$ cat src/rtl/ddr3_burst_slots.sv
// ddr3_burst_slots: per-cycle beat schedule that shifts toward the head, claims BL slots at a latency and flags overlap
module ddr3_burst_slots #(
    parameter int D  = 19,
    parameter int AW = 12,
    parameter int BL = 8,
    parameter int LW = 4
) (
    input  logic          clk_i,
    input  logic          rst_i,
    input  logic          claim_i,
    input  logic [LW-1:0] lat_i,
    input  logic [AW-1:0] base_i,
    output logic          conflict_o,
    output logic          head_v_o,
    output logic [AW-1:0] head_addr_o
);
    logic [D-1:0]         v_q, v_d, hit;
    logic [D-1:0][AW-1:0] a_q, a_d;

    // Slot j after the shift is consumed lat+offset edges from now; a claimed beat wraps inside its 8-column block
    always_comb begin
        v_d = v_q >> 1;
        a_d = a_q >> AW;
        hit = '0;
        for (int j = 0; j < D; j++) begin
            hit[j] = (j + 1 >= int'(lat_i)) && (j + 1 < int'(lat_i) + BL);
            if (claim_i && hit[j]) begin
                v_d[j] = 1'b1;
                a_d[j] = {base_i[AW-1:3], base_i[2:0] + 3'(j + 1 - int'(lat_i))};
            end
        end
    end

    assign conflict_o  = |(hit & (v_q >> 1));
    assign head_v_o    = v_q[0];
    assign head_addr_o = a_q[0];

    // Schedule register; reset abandons every pending beat
    always_ff @(posedge clk_i) begin
        if (rst_i) begin
            v_q <= '0;
            a_q <= '0;
        end else begin
            v_q <= v_d;
            a_q <= a_d;
        end
    end
endmodule

$ cat config.mk
export PLATFORM = sky130hd
export DESIGN_NAME = ddr3_burst_slots
export DESIGN_NICKNAME = d
export VERILOG_FILES = /design/src/rtl/ddr3_burst_slots.sv
export SDC_FILE = /design/constraint.sdc
export NUM_CORES = 1
export LEC_CHECK = 0
export CAP_MARGIN = 20
export CORE_ASPECT_RATIO = 1.4
export CORE_MARGIN = 1
export CORE_UTILIZATION = 59
export CTS_CLUSTER_DIAMETER = 60
export DETAILED_ROUTE_END_ITERATION = 10
export GPL_TIMING_DRIVEN = 0
export PLACE_DENSITY = 0.77
export REMOVE_ABC_BUFFERS = 1
export SLEW_MARGIN = 20
export SYNTH_ARGS = -nofsm -noshare
export SYNTH_HDL_FRONTEND = slang
export SYNTH_SLANG_ARGS = --single-unit
$ cat constraint.sdc
create_clock -name clk_i -period 2.8 [get_ports clk_i]
set_input_delay 0.56 -clock clk_i [delete_from_list [all_inputs] [get_ports clk_i]]
set_output_delay 0.56 -clock clk_i [all_outputs]
set_load 0.005 [all_outputs]
# Word level (Yosys, flattened, before mapping)
# Cells that the tools add are included.
dict set report totals {
  reg_bits 247
  in_bits 19
  word_cells 166
}
dict set report op_classes {
  addsub 39
  magnitude_cmp 33
  muxes 37
  bitwise 2
  n_reduce_logical 35
}
# cell count
set op_table {}
lappend op_table {{$lt A5 B32 Y1 const A} 8}
lappend op_table {{$mux W12} 18}
lappend op_table {{$lt A4 B32 Y1 const A} 4}
lappend op_table {{$lt A6 B32 Y1 const A} 3}
lappend op_table {{$lt A3 B32 Y1 const A} 2}
lappend op_table {{$add A3 B3 Y3} 19}
lappend op_table {{$logic_and A1 B1 Y1} 33}
lappend op_table {{$lt A2 B32 Y1 const A} 1}
lappend op_table {{$ge A4 B4 Y1 const A} 7}
lappend op_table {{$sub A3 B3 Y3 const A} 8}
lappend op_table {{$and A19 B18 Y19} 1}
lappend op_table {{$mux W1} 19}
lappend op_table {{$reduce_or A19 Y1} 1}
lappend op_table {{$sub A2 B3 Y3 const A} 6}
lappend op_table {{$ge A3 B4 Y1 const A} 4}
lappend op_table {{$sub A1 B3 Y3 const A} 5}
lappend op_table {{$ge A2 B4 Y1 const A} 2}
lappend op_table {{$add A4 B4 Y5 const B} 1}
lappend op_table {{$lt A5 B5 Y1 const A} 1}
lappend op_table {{$ge A1 B4 Y1 const A} 1}
lappend op_table {{$reduce_or A2 Y1} 1}
lappend op_table {{$not A1 Y1} 1}

# Logic depth before layout (Yosys ltp)
dict set report logic_depth {
  word_depth 5
  mapped_depth 11
}

# Least setup slack after synthesis
# No wires, ideal clock.
dict set report synth_path {
  path_type {in2out}
  startpoint {in lat_i[3]}
  endpoint {out conflict_o}
  arrival_ns 2.007
  t_required_ns 2.240
  path_slack_ns 0.233
  path_stages 8
  path_buffers 2
  cell_sequence {buf_6 > inv_1 > ha_1 > buf_2 > a21oi_1 > a22o_1 > a2111oi_0 > nand3_1}
}
dict set report synth_via {
  elab_chain_cells 5
}
# item line
set synth_rtl {}
lappend synth_rtl {{start: declaration} 11} ;# input logic [LW-1:0] lat_i,
lappend synth_rtl {{$add A4 B4 Y5} 26} ;# hit[j] = (j + 1 >= int'(lat_i)) && (j + 1 < int'(lat_i) + BL);
lappend synth_rtl {{$lt A2 B32 Y1 (tied with other cells)} 26}
lappend synth_rtl {{$logic_and A1 B1 Y1} 26}
lappend synth_rtl {{$and A19 B18 Y19 *} 34} ;# assign conflict_o = |(hit & (v_q >> 1));
lappend synth_rtl {{$reduce_or A19 Y1 *} 34}
lappend synth_rtl {{end: declaration} 13} ;# output logic conflict_o,
# Every way passes the cells marked *; elsewhere a longest branch is shown, timed or not.

# Worst setup path after layout
dict set report layout_path {
  startpoint {in lat_i[2]}
  endpoint {out conflict_o}
}
# The elaborated chain is that of the path after synthesis.

==> results by group <==
Synth
  • Number of synthesized flops with an enable pin: 0
  • Post-Syn Area: approximately 9500 sq um
  • Yosys top cell by area: dfxtp_1
  • Synth unique cells: 57
  • Synth Register Bits: 247
  • Post-synth top area share: 52.2%
  • Synth warnings: 0
  • Post-Syn Instances: 1,029
  • Main area contributors after synthesis: dfxtp_1 (52%), mux2i_1 (13%), nor2_1 (7.2%)
  • Synthesized area per cell: 9.20 sq um
  • Top_reg_cell synth: dfxtp_1
  • Async set-or-reset flop fraction in the synthesized netlist: 0%
  • Post-synthesis sequential area ratio: 52.2%

CTS
  • Root Driver: clkbuf_16
  • Clock slew at reported path FFs: 0.06 ns
  • Clk sinks: 247
  • Maximum clock path buffer count: 3
  • CTS H-tree depth: 1
  • Num CTS Buffers: 22
  • CTS tree: built
  • Latest clock arrival within the worst-skew pair: 0.51 ns

Place
  • Hpwl dp: about 11 mm
  • DP Worst Slack: -1.66 ns
  • RePlAce Congestion: 0.876
  • I/O Buffers: 32

Worst setup path
  • Crit path max-delay cell type: a2111oi_4
  • Worst EP arrival: ~2.2 ns
  • Max Fanout on Critical Path: 10
  • Worst EP required: 2.24 ns
  • Top Family by Delay on Critical Path: compound AO/OA/AOI/OAI gates
  • Crit start category: input pin
  • Crit-path cells: buf_4 > inv_2 > ha_4 > nand2b_1 > a21oi_1 > o22ai_1 > a2111oi_4 > nand3_1 > dlygate4sd2_1
  • Buffers and inverters on the worst path: 3
  • CP Class: input pin to output pin
  • Crit-path max cell delay: between 0.3 and 0.4 ns
  • CP endpoint kind: output pin

Flow run
  • Maxcap violations: 0

Timing
  • Sum of negative setup slack: 0 ns
  • Slew HR: 32.5%
  • Slew at the pin closest to its max-slew limit: 1.01 ns
  • Unrepaired setup endpoints after global routing: yes
  • # setup viols final: 0
  • Max-slew violations: 0
  • Fin Hold WS: between 0.4 and 0.5 ns
  • Crit path time final: 2.74 ns
  • Peak Freq: 365 MHz
  • Final Hold Fails: 0
  • Fin Clk Skew: between 0.006 and 0.007 ns
  • Final worst slack: 0.0580 ns
  • Final period utilization: 97.9%

Global routing
  • Initial antenna violation count: 0
  • Largest net degree at the start of global routing: 139
  • Grt ovf: 0
  • First-pass GRT wire length: about 30 mm
  • Vias in the first global route: 6,165
  • GRT Util Overall: 22.1%

Finish
  • # nets final: 1,029
  • Diode count: 0
  • Fill count: 1,251
  • Layout cells sized above 1: 7.73%
  • P&R area growth vs syn: 10.0%

Route
  • DRC viols: 0
  • Vias/cell: 5.36
  • Remaining antenna violation count: 0
  • Total number of vias: 6,462
  • DR WL/cell: 14.6 microns
  • DR pass1 iterations: 6
  • DR iter-0 viols: approximately 480
  • Drt total wl: 17.6 mm

Die
  • IO Pins: 33
  • Die width: 109 microns
  • Core ar.: 15,600 sq um
  • Core Rows: 54
  • Initial Utilization: roughly three fifths
  • Die Footprint: 16,600 sq um
  • Die H: around 150 microns

Hold path
  • Min-Delay Path Class: flip-flop to flip-flop

Pwr
  • Peak VDD IR: approximately 0.63 mV
  • LEAKAGE: 4.25 nW
  • Pwr Density: roughly 700 nW/um^2

Outcome
  • Run status: completed
## layout by cell type, fill, tap and decap left out, drive strengths merged, types with 5 or more instances in the layout
master / count
nand2: 157
a21oi: 99
and2: 12
buf: 11
clkdlybuf4s50: 26
nor3: 5
inv: 20
mux2i: 126
ha: 13
or2: 5
nand2b: 5
nor2: 183
clkbuf: 34
xor2: 6
dfxtp: 247
a211oi: 11
## metal layers
| layer | vias to the layer above | part of all wire (%) | GRT usage [%] | wire length (microns) |
|---|---|---|---|---|
| met5 | - | 0 | 0 | 0 |
| met3 | 35 | 4.1 | 3.09 | 717 |
| met4 | 0 | 2.2 | 7.40 | 379 |
| met1 | 3055 | 42 | 26.9 | 7450 |
| met2 | 122 | 51 | 39.3 | 9070 |
| li1 | 3250 | - | - | - |
## worst min-delay path: cells and delay by family, from the launching register on
kind / cells / cell delay, ns
simple gates: 1 / 0.04
flops: 1 / 0.30
compound gates: 1 / 0.05
## repair_timing
item / 4_1_cts / 5_1_grt
resized for setup: 53 / 2
pin swaps: 2 / 0
hold buffers: 0 / 0
endpoints found under the hold margin: 0 / 0
setup endpoints to repair: 170 / 13
setup buffers: 0 / 5
## sequential cells by signal, indices dropped and copies added, names as in the netlist
| register | count |
|---|---|
| head_addr_o | 12 |
| a_q | 216 |
| v_q | 19 |
## worst paths after layout
check                start          to  slack, ns  depth (start not counted)
hold / removal    a_q[132]    a_q[120]       0.43                          2
setup / recovery  lat_i[2]  conflict_o       0.06                          9
hold reg to reg   a_q[132]    a_q[120]       0.43                          2
setup reg to reg  a_q[218]    a_q[206]       2.10                          2
## synthesized netlist by cell type (all sizes together) (2+ instances only)
cell,number
nor3,5
fa,2
dfxtp,247
xor2,6
nand2b,5
a31oi,3
buf,50
o22ai,3
nand3,4
or2,5
nor2,183
ha,13
clkbuf,47
inv,20
o21ai,4
xnor2,3
a211oi,11
nand2,157
mux2i,126
a22oi,2
nor2b,3
a21oi,99
and2,12
## report_power, final
part | leakage [nW] | internal, mW | total (mW) | switching [mW]
registers | 2.02 | 3.69 | 3.74 | 0.0514
clock network | 0.337 | 1.65 | 2.90 | 1.25
logic | 1.89 | 0.291 | 0.756 | 0.465
total | 4.25 | 5.64 | 7.40 | 1.76
## metrics by stage
step	util (%)	power, mW	instance area [sq um]	instances
2_1_floorplan	-	4.26	8920	932
3_3_place_gp	60.8	4.53	9490	1160
3_5_place_dp	61.2	4.55	9550	1162
4_1_cts	66.4	7.46	10400	1200
5_1_grt	66.7	7.71	10400	1205
6_report	66.7	7.40	10400	1205
## cells by family (layout without fill, tap and decap cells)
| logic type | after synthesis | count (layout) | share of synthesized area, % |
|---|---|---|---|
| AOI/OAI and AO/OA | 136 | 136 | 8.63 |
| adders and majority gates | 16 | 16 | 2.25 |
| buffers and inverters | 117 | 97 | 6.53 |
| DFF | 247 | 247 | 52.2 |
| and+or+nand+nor | 378 | 378 | 16.1 |
| xor gates and xnor gates | 9 | 9 | 0.912 |
| muxes | 126 | 126 | 13.3 |
## layout make-up
class / count / area (sq um) / area share (%)
repair buffers: 39 / 403 / 3.87
well taps: 196 / 245 / 2.35
clock inverters: 5 / 63.8 / 0.613
flip-flops and latches: 247 / 4940 / 47.5
multi-input cells: 665 / 4050 / 38.8
clock buffers: 33 / 632 / 6.07
inverters: 20 / 80.1 / 0.769
(Power assumes the default switching activity.)
